<file path="src/rtl/fifo_pkg.sv">
// Shared FIFO definitions: address/count width helpers and error-flag bit positions.
// Used by the single-clock FIFO and the dual-clock FIFO status path.
package fifo_pkg;

  localparam int unsigned ERR_OVF_BIT = 0;
  localparam int unsigned ERR_UDF_BIT = 1;
  localparam int unsigned ERR_W       = 2;

  function automatic int unsigned fifo_addr_w(input int unsigned depth);
    return (depth > 1) ? $clog2(depth) : 1;
  endfunction

  function automatic int unsigned fifo_count_w(input int unsigned depth);
    return fifo_addr_w(depth) + 1;
  endfunction

endpackage

</file>
<file path="src/rtl/sfifo_ram.sv">
// DEPTH x WIDTH flop-array storage: one clocked write port, one combinational read port.
module sfifo_ram
  import fifo_pkg::*;
#(
  parameter  int unsigned WIDTH  = 8,
  parameter  int unsigned DEPTH  = 32,
  localparam int unsigned ADDR_W = fifo_addr_w(DEPTH)
) (
  input  logic              clk,
  input  logic              i_we,
  input  logic [ADDR_W-1:0] i_waddr,
  input  logic [WIDTH-1:0]  i_wdata,
  input  logic [ADDR_W-1:0] i_raddr,
  output logic [WIDTH-1:0]  o_rdata
);

  logic [WIDTH-1:0] r_mem [DEPTH];

  // NOTE: storage has no reset; only valid entries, tracked by the pointers, are ever read out.
  always_ff @(posedge clk) begin
    if (i_we) r_mem[i_waddr] <= i_wdata;
  end

  assign o_rdata = r_mem[i_raddr];

endmodule

</file>
<file path="src/rtl/sync_fifo_prog.sv">
// Single-clock FIFO with occupancy count, programmable almost flags, sticky errors and flush.
// Define SYNC_FIFO_FWFT_EN for first-word-fall-through reads; default is registered read.
module sync_fifo_prog
  import fifo_pkg::*;
#(
  parameter  int unsigned WIDTH  = 8,
  parameter  int unsigned DEPTH  = 32,
  localparam int unsigned ADDR_W = fifo_addr_w(DEPTH)
) (
  input  logic              clk,
  input  logic              rst_n,
  input  logic              wr_en,
  input  logic [WIDTH-1:0]  wr_data,
  input  logic              rd_en,
  output logic [WIDTH-1:0]  rd_data,
  output logic              rd_valid,
  output logic              full,
  output logic              empty,
  output logic              almost_full,
  output logic              almost_empty,
  output logic [ADDR_W:0]   count,
  input  logic [ADDR_W:0]   af_level,
  input  logic [ADDR_W:0]   ae_level,
  input  logic              flush,
  input  logic              clr_err,
  output logic              overflow,
  output logic              underflow
);

  localparam int unsigned CNT_W = ADDR_W + 1;

  logic [CNT_W-1:0] r_wr_ptr, r_rd_ptr, r_count;
  logic [ERR_W-1:0] r_err;
  logic [ERR_W-1:0] w_err_evt, w_err_nxt;
  logic [WIDTH-1:0] w_head;
  logic             w_push, w_pop;

  assign full         = (r_count == CNT_W'(DEPTH));
  assign empty        = (r_count == '0);
  assign almost_full  = (r_count >= af_level);
  assign almost_empty = (r_count <= ae_level);
  assign count        = r_count;
  assign overflow     = r_err[ERR_OVF_BIT];
  assign underflow    = r_err[ERR_UDF_BIT];

  // Flush swallows both requests, including their error side effects.
  assign w_push = wr_en && !full  && !flush;
  assign w_pop  = rd_en && !empty && !flush;

  assign w_err_evt[ERR_OVF_BIT] = wr_en && full  && !flush;
  assign w_err_evt[ERR_UDF_BIT] = rd_en && empty && !flush;

  // NOTE: default assigned first so every path drives w_err_nxt and no latch is inferred.
  always_comb begin
    w_err_nxt = r_err;
    if (clr_err) w_err_nxt = '0;
    w_err_nxt = w_err_nxt | w_err_evt;
  end

  sfifo_ram #(.WIDTH(WIDTH), .DEPTH(DEPTH)) u_ram (
    .clk     (clk),
    .i_we    (w_push),
    .i_waddr (r_wr_ptr[ADDR_W-1:0]),
    .i_wdata (wr_data),
    .i_raddr (r_rd_ptr[ADDR_W-1:0]),
    .o_rdata (w_head)
  );

  // NOTE: non-blocking assignments keep every register sampling pre-edge values.
  always_ff @(posedge clk or negedge rst_n) begin
    if (!rst_n) begin
      r_wr_ptr <= '0;
      r_rd_ptr <= '0;
      r_count  <= '0;
      r_err    <= '0;
    end else begin
      r_err <= w_err_nxt;
      if (flush) begin
        r_wr_ptr <= '0;
        r_rd_ptr <= '0;
        r_count  <= '0;
      end else begin
        if (w_push) r_wr_ptr <= r_wr_ptr + CNT_W'(1);
        if (w_pop)  r_rd_ptr <= r_rd_ptr + CNT_W'(1);
        case ({w_push, w_pop})
          2'b10:   r_count <= r_count + CNT_W'(1);
          2'b01:   r_count <= r_count - CNT_W'(1);
          default: r_count <= r_count;
        endcase
      end
    end
  end

`ifdef SYNC_FIFO_FWFT_EN
  assign rd_data  = w_head;
  assign rd_valid = !empty && !flush;
`else
  logic [WIDTH-1:0] r_rd_data;
  logic             r_rd_valid;

  always_ff @(posedge clk or negedge rst_n) begin
    if (!rst_n) begin
      r_rd_data  <= '0;
      r_rd_valid <= 1'b0;
    end else begin
      r_rd_valid <= w_pop;
      if (w_pop) r_rd_data <= w_head;
    end
  end

  assign rd_data  = r_rd_data;
  assign rd_valid = r_rd_valid;
`endif

endmodule
</file>
<file path="config.mk">
export PLATFORM = sky130hd
export DESIGN_NAME = sync_fifo_prog
export DESIGN_NICKNAME = d
export VERILOG_FILES = /design/src/rtl/fifo_pkg.sv /design/src/rtl/sfifo_ram.sv /design/src/rtl/sync_fifo_prog.sv
export SDC_FILE = /design/constraint.sdc
export NUM_CORES = 1
export LEC_CHECK = 0
export BUFFER_PORTS_ARGS = -buffer_cell sky130_fd_sc_hd__buf_2
export CAP_MARGIN = 20
export CORE_MARGIN = 1.5
export CORE_UTILIZATION = 61
export CTS_CLUSTER_DIAMETER = 120
export DETAILED_ROUTE_END_ITERATION = 6
export PLACE_DENSITY = 0.83
export SYNTH_ARGS = -nofsm -noshare
export SYNTH_HDL_FRONTEND = slang
export SYNTH_SLANG_ARGS = --single-unit
</file>
<file path="constraint.sdc">
create_clock -name clk -period 3.25 [get_ports clk]
set_input_delay 0.65 -clock clk [delete_from_list [all_inputs] [get_ports clk]]
set_output_delay 0.65 -clock clk [all_outputs]
set_load 0.02 [all_outputs]
</file>
After elaboration in Yosys (flattened, before gate mapping)
Memory sizes are Yosys's and may differ from the RTL's. A register that Yosys moved wholly into a read port is not among the register bits.
Cells that the tools add are included.
Cells by class
  bitwise operators: 1
  order comparisons: 2
  mux-type cells: 9
  reduce and logical (&&, ||, !) cells: 16
  eq/ne operators: 3
  add/sub/neg operators: 4
Operators with widths (count)
  two-way mux 6 bit: 5
  adder 6 x 1 -> 6 bit (second input constant): 3
  one-hot mux 6 bit (2 select lines): 1
  logical AND 1 bit: 8
  == test 6 bit (second input constant): 1
  >= comparator 6 bit: 1
  <= comparator 6 bit: 1
  zero test 6 bit: 1
  subtractor 6 x 1 -> 6 bit (second input constant): 1
  zero test 1 bit: 4
  nonzero test 2 bit: 2
  nonzero test 3 bit: 1
  == test 2 x 1 -> 1 bit (second input constant): 1
  == test 2 bit (second input constant): 1
  two-way mux 1 bit: 2
  two-way mux 2 bit: 1
  OR 2 bit: 1
Word-level totals
  input port bits: 26
  memories kept: 1
  word-level logic and storage cells: 41
  output and inout port bits: 21
  bits in registers: 21
  memory bits (writable): 256
Memory list
  u_ram.r_mem: words 32, width 8, rd ports 1, clocked after memory_dff 1, write ports 1, line sfifo_ram.sv:17  | logic [WIDTH-1:0] r_mem [DEPTH];

Logic depth before layout (Yosys ltp)
  word-level depth: 7
  mapped depth: 13
  depth with buffers taken out: 11

Cells and area by module
From an unflattened synthesis, not the netlist that was laid out.
Unflattened totals
  cell total of the unflattened synthesis: 575
  area, all modules: 11661.2 sq um
Modules (own cells, without submodules)
  sfifo_ram: seq. area each 7687.4 sq um, instances 1, cells each 409, area each 9893.2 sq um
  sync_fifo_prog: seq. area each 675.6 sq um, instances 1, cells each 166, area each 1767.9 sq um

Worst setup path after synthesis
No wires, ideal clock.
  kind: register -> output
  start: reg r_count[0], in the netlist count[0]
  end: out almost_full
  data arrival time: 2.090 ns
  required time: 2.600 ns
  stages on the path, launching flop included: 10
  buffers on the path: 1
  slack: 0.510 ns
  cell sequence: dfrtp_1 > clkbuf_1 > inv_1 > ha_1 > nand2b_1 > a21o_1 > a21o_1 > a21o_1 > a21o_1 > a21o_1
Between the ends
  cells in the longest elaborated chain, start to end: 1
Ends and longest elaborated chain
  from (decl): line sync_fifo_prog.sv:32  | logic [CNT_W-1:0] r_wr_ptr, r_rd_ptr, r_count;
  from (signal assigned): line sync_fifo_prog.sv:86  | 2'b10: r_count <= r_count + CNT_W'(1);
  from (signal assigned): line sync_fifo_prog.sv:87  | 2'b01: r_count <= r_count - CNT_W'(1);
  from (signal assigned): line sync_fifo_prog.sv:88  | default: r_count <= r_count;
  >= comparator 6 bit: line sync_fifo_prog.sv:40  | assign almost_full = (r_count >= af_level);
  to (decl): line sync_fifo_prog.sv:19  | output logic almost_full,
No other way between the ends.

Worst setup path after layout
  start: reg r_count[2], in the netlist count[2]
  end: out almost_empty
Between the ends
  cells in the longest elaborated chain, start to end: 1
Ends and longest elaborated chain
  <= comparator 6 bit: line sync_fifo_prog.sv:41  | assign almost_empty = (r_count <= ae_level);
  to (decl): line sync_fifo_prog.sv:20  | output logic almost_empty,
No other way between the ends.

==> results.cfg <==
[status]
run_status = complete, no violations

[sta]
hold_viol_final = 0
fin_ws_ps = 180.3
whs_ps = 136.2
rsz0062_at_grt = false
setup-tns-final_ps = 0
slew_headroom = 0.4199
max_freq_mhz = 325.8
worst_pin_slew_ps = 870.2
setup_viol = 0
finalMaxSlewViolations = 0
skew_ps = 15.71
period_share = 0.9445
fin_crit_ps = 3070

[finish]
antenna_cells = 0
n_fill_cell = 1053
drive_above_1_share = 0.3051
final_nets = 747
areaGrowthSynthToFinish_pct = 14.23
finalNonFillerCells = 955

[yosys]
syn_area_per_cell_sq_um = 19.10
ys_async_sr_fraction = 0.09541
synthTopCellsByArea = edfxtp_1 (66%), mux4_2 (15%), dfrtp_1 (5.8%)
yosysTopAreaCell = edfxtp_1
syn_area_sq_um = 11690
ys_ff_latch = 283
synth_nets = 658
ys_types = 44
synth_top_cell_area_share = 0.6575
synth_seq_area_share = 0.7153
ys_warn_count = 0
synth_top_flop_cell = edfxtp_1
synth-edff-count = 256
synthCells = 612

[power]
internal-power_uw = 7212
power_frac_comb = 0.243
ir_drop_mv = 0.4152
p_per_area_nw_per_um2 = 746.7
p_total_uw = 9973
p_leak_uw = 0.004582
p_sw_frac = 0.2768
switchingPower_uw = 2761
pwr-share-seq = 0.427
clockPowerShare = 0.330

[placement]
dp_hpwl_microns = 15520
globalplace.congestion = 0.9601
place_ws_ps = 429.7
io_buffers = 46
dp.cells = 903

[drt]
num_vias = 6351
drt_iter0_drc = 820
totalWireLength_microns = 26340
firstDrtPassIters = 5
via_per_inst = 6.650
ant_nets = 0
drc = 0
wire_per_inst_microns = 27.58

[die]
fp.dieArea_sq_um = 20010
initial_core_util = 0.6229
die_w_microns = 141.4
io-pin-count = 47
num_rows = 50
core_sq_um = 18770
floorplan.die.height_microns = 141.4

[global_route]
globalRouteOverflowTotal = 0
antenna_found_initial = 1
grt_start_max_net_pins = 45
grt_pass1_wl_microns = 40250
grt_pass1_vias = 6556
grtUsageTotal = 0.2743

[worst_setup_path]
end_kind = output pin
crit_required_ps = 2600
cp_slowest_cell = dfrtp_1
path_cells = ha_1 > o21a_1 > o21a_1 > o21a_1 > o21a_1 > o22ai_1 > buf_2
path_max_fanout = 12
cp_common_cell = o21a_1
critPathLaunchType = flop
slowest_delay_ps = 640
criticalPathCategory = reg -> out
cp.arrival_ps = 2420

[clock_network]
cts_max_path_buffers = 3
cts_tree = done
tritoncts.num_buffers = 27
root_buffer = clkbuf_16
clkSlewWorstSetupHoldPaths_ps = 60
cts.sinks = 283
htreeDepth = 1
clock_latency_ps = 530
cts_hold_buffers = 0

[job]
max_cap_viol_count = 0

[min_path]
hp-class = in -> async
what timing repair did:
| action | 4_1_cts | 5_1_grt |
|---|---|---|
| setup endpoints to repair | 1 | 2 |
| gates cloned | 0 | 0 |
| pin swaps | 0 | 0 |
| gates resized for setup | 1 | 1 |
| buffers inserted | 0 | 3 |
cells in the mapped netlist, drive strengths merged, types with 6 or more instances:
cell    number
nand3        8
clkbuf      17
nand2       23
buf         14
ha          20
o21ai       13
mux2i       11
a21o         8
edfxtp     256
dfrtp       27
nor2        50
inv         19
nand2b       6
mux4        80
sequential cells by signal, summed over array words and instances, names as in the netlist:
register,flops
r_rd_ptr,5
r_wr_ptr,5
u_ram.r_mem,256
rd_valid,1
r_err,2
count,6
rd_data,8
cells by family (layout without fill, tap and decap cells):
family	after synthesis	count (layout)	share of synthesized area
multiplexers	93	93	0.1655
XOR/XNOR	10	10	0.007491
adder cells (fa/ha/maj)	20	20	0.02140
AO/OA/AOI/OAI	48	48	0.02836
buffers and inverters	50	159	0.01980
flip-flops	283	283	0.7153
AND/OR/NAND/NOR	108	108	0.04217
per-layer routing:
metal	vias up	share of wire	track usage
met5	-	0.00049	0
met4	2	0.033	0.08953
met3	81	0.093	0.04826
met2	435	0.49	0.4523
met1	3213	0.39	0.3809
li1	2620	-	-
critical path: cells and delay by family, from the launching register on:
kind | cells | cell delay (ps)
AO/OA/AOI/OAI | 5 | 730
flip-flops | 1 | 640
adder cells (fa/ha/maj) | 1 | 330
buffers and inverters | 1 | 180
final cells by class:
| class | count | area (sq um) | area share |
|---|---|---|---|
| flip-flops and latches | 283 | 8371 | 0.6268 |
| multi-input cells | 279 | 3097 | 0.2319 |
| clock buffers | 30 | 686.9 | 0.05143 |
| repair buffers | 91 | 593.1 | 0.04441 |
| well taps | 234 | 292.8 | 0.02192 |
| clock inverters | 19 | 244.0 | 0.01827 |
| inverters | 19 | 71.32 | 0.005340 |
cells in the final DEF (no fill, tap or decap), types with 5 or more instances in the layout:
| master | synthesis | final |
|---|---|---|
| buf_2 | 5 | 46 |
| o21ai_1 | 10 | 10 |
| mux4_2 | 80 | 80 |
| mux2i_1 | 11 | 11 |
| clkinv_1 | 0 | 7 |
| bufinv_16 | 0 | 6 |
| inv_1 | 19 | 19 |
| o21a_1 | 5 | 5 |
| buf_4 | 0 | 43 |
| a21o_1 | 8 | 8 |
| edfxtp_1 | 256 | 256 |
| xor2_1 | 5 | 5 |
| nor2b_1 | 5 | 5 |
| dfrtp_1 | 27 | 23 |
| nand2b_1 | 6 | 6 |
| nand2_1 | 23 | 23 |
| nor2_1 | 50 | 50 |
| nand3_1 | 8 | 8 |
| a21oi_1 | 5 | 5 |
| clkbuf_16 | 0 | 27 |
| ha_1 | 20 | 20 |
| xnor2_1 | 5 | 5 |
power by group through the flow:
stage | sequential [uW] | clock [uW] | combinational (uW)
2_1_floorplan | 4360 | 0 | 1650
3_3_place_gp | 4330 | 0 | 2260
3_5_place_dp | 4340 | 0 | 2340
4_1_cts | 4270 | 3320 | 2390
5_1_grt | 4270 | 3450 | 2590
6_report | 4250 | 3290 | 2430
per-stage QoR:
step / area [sq um] / util
after detailed placement: 12400 / 0.6607
final: 13360 / 0.7116
after global routing: 13360 / 0.7116
after global placement: 12400 / 0.6607
after floorplan: 11690 / -
after CTS: 13330 / 0.7103
final timing paths:
| path | startpoint | end | slack [ps] | cells past startpoint |
|---|---|---|---|---|
| setup / recovery | count[2]$_DFFE_PN0P_ | almost_empty | 180 | 7 |
| hold / removal | rst_n | count[2]$_DFFE_PN0P_ | 140 | 1 |
| setup reg to reg | count[1]$_DFFE_PN0P_ | count[5]$_DFFE_PN0P_ | 500 | 12 |
| hold reg to reg | rd_data[7]$_DFFE_PN0P_ | rd_data[7]$_DFFE_PN0P_ | 520 | 2 |
| max in group asynchronous | rst_n | r_rd_ptr[0]$_DFFE_PN0P_ | 2650 | 1 |
| min in group clk | clr_err | r_err[0]$_DFF_PN0_ | 330 | 2 |
(Power assumes the default switching activity.)
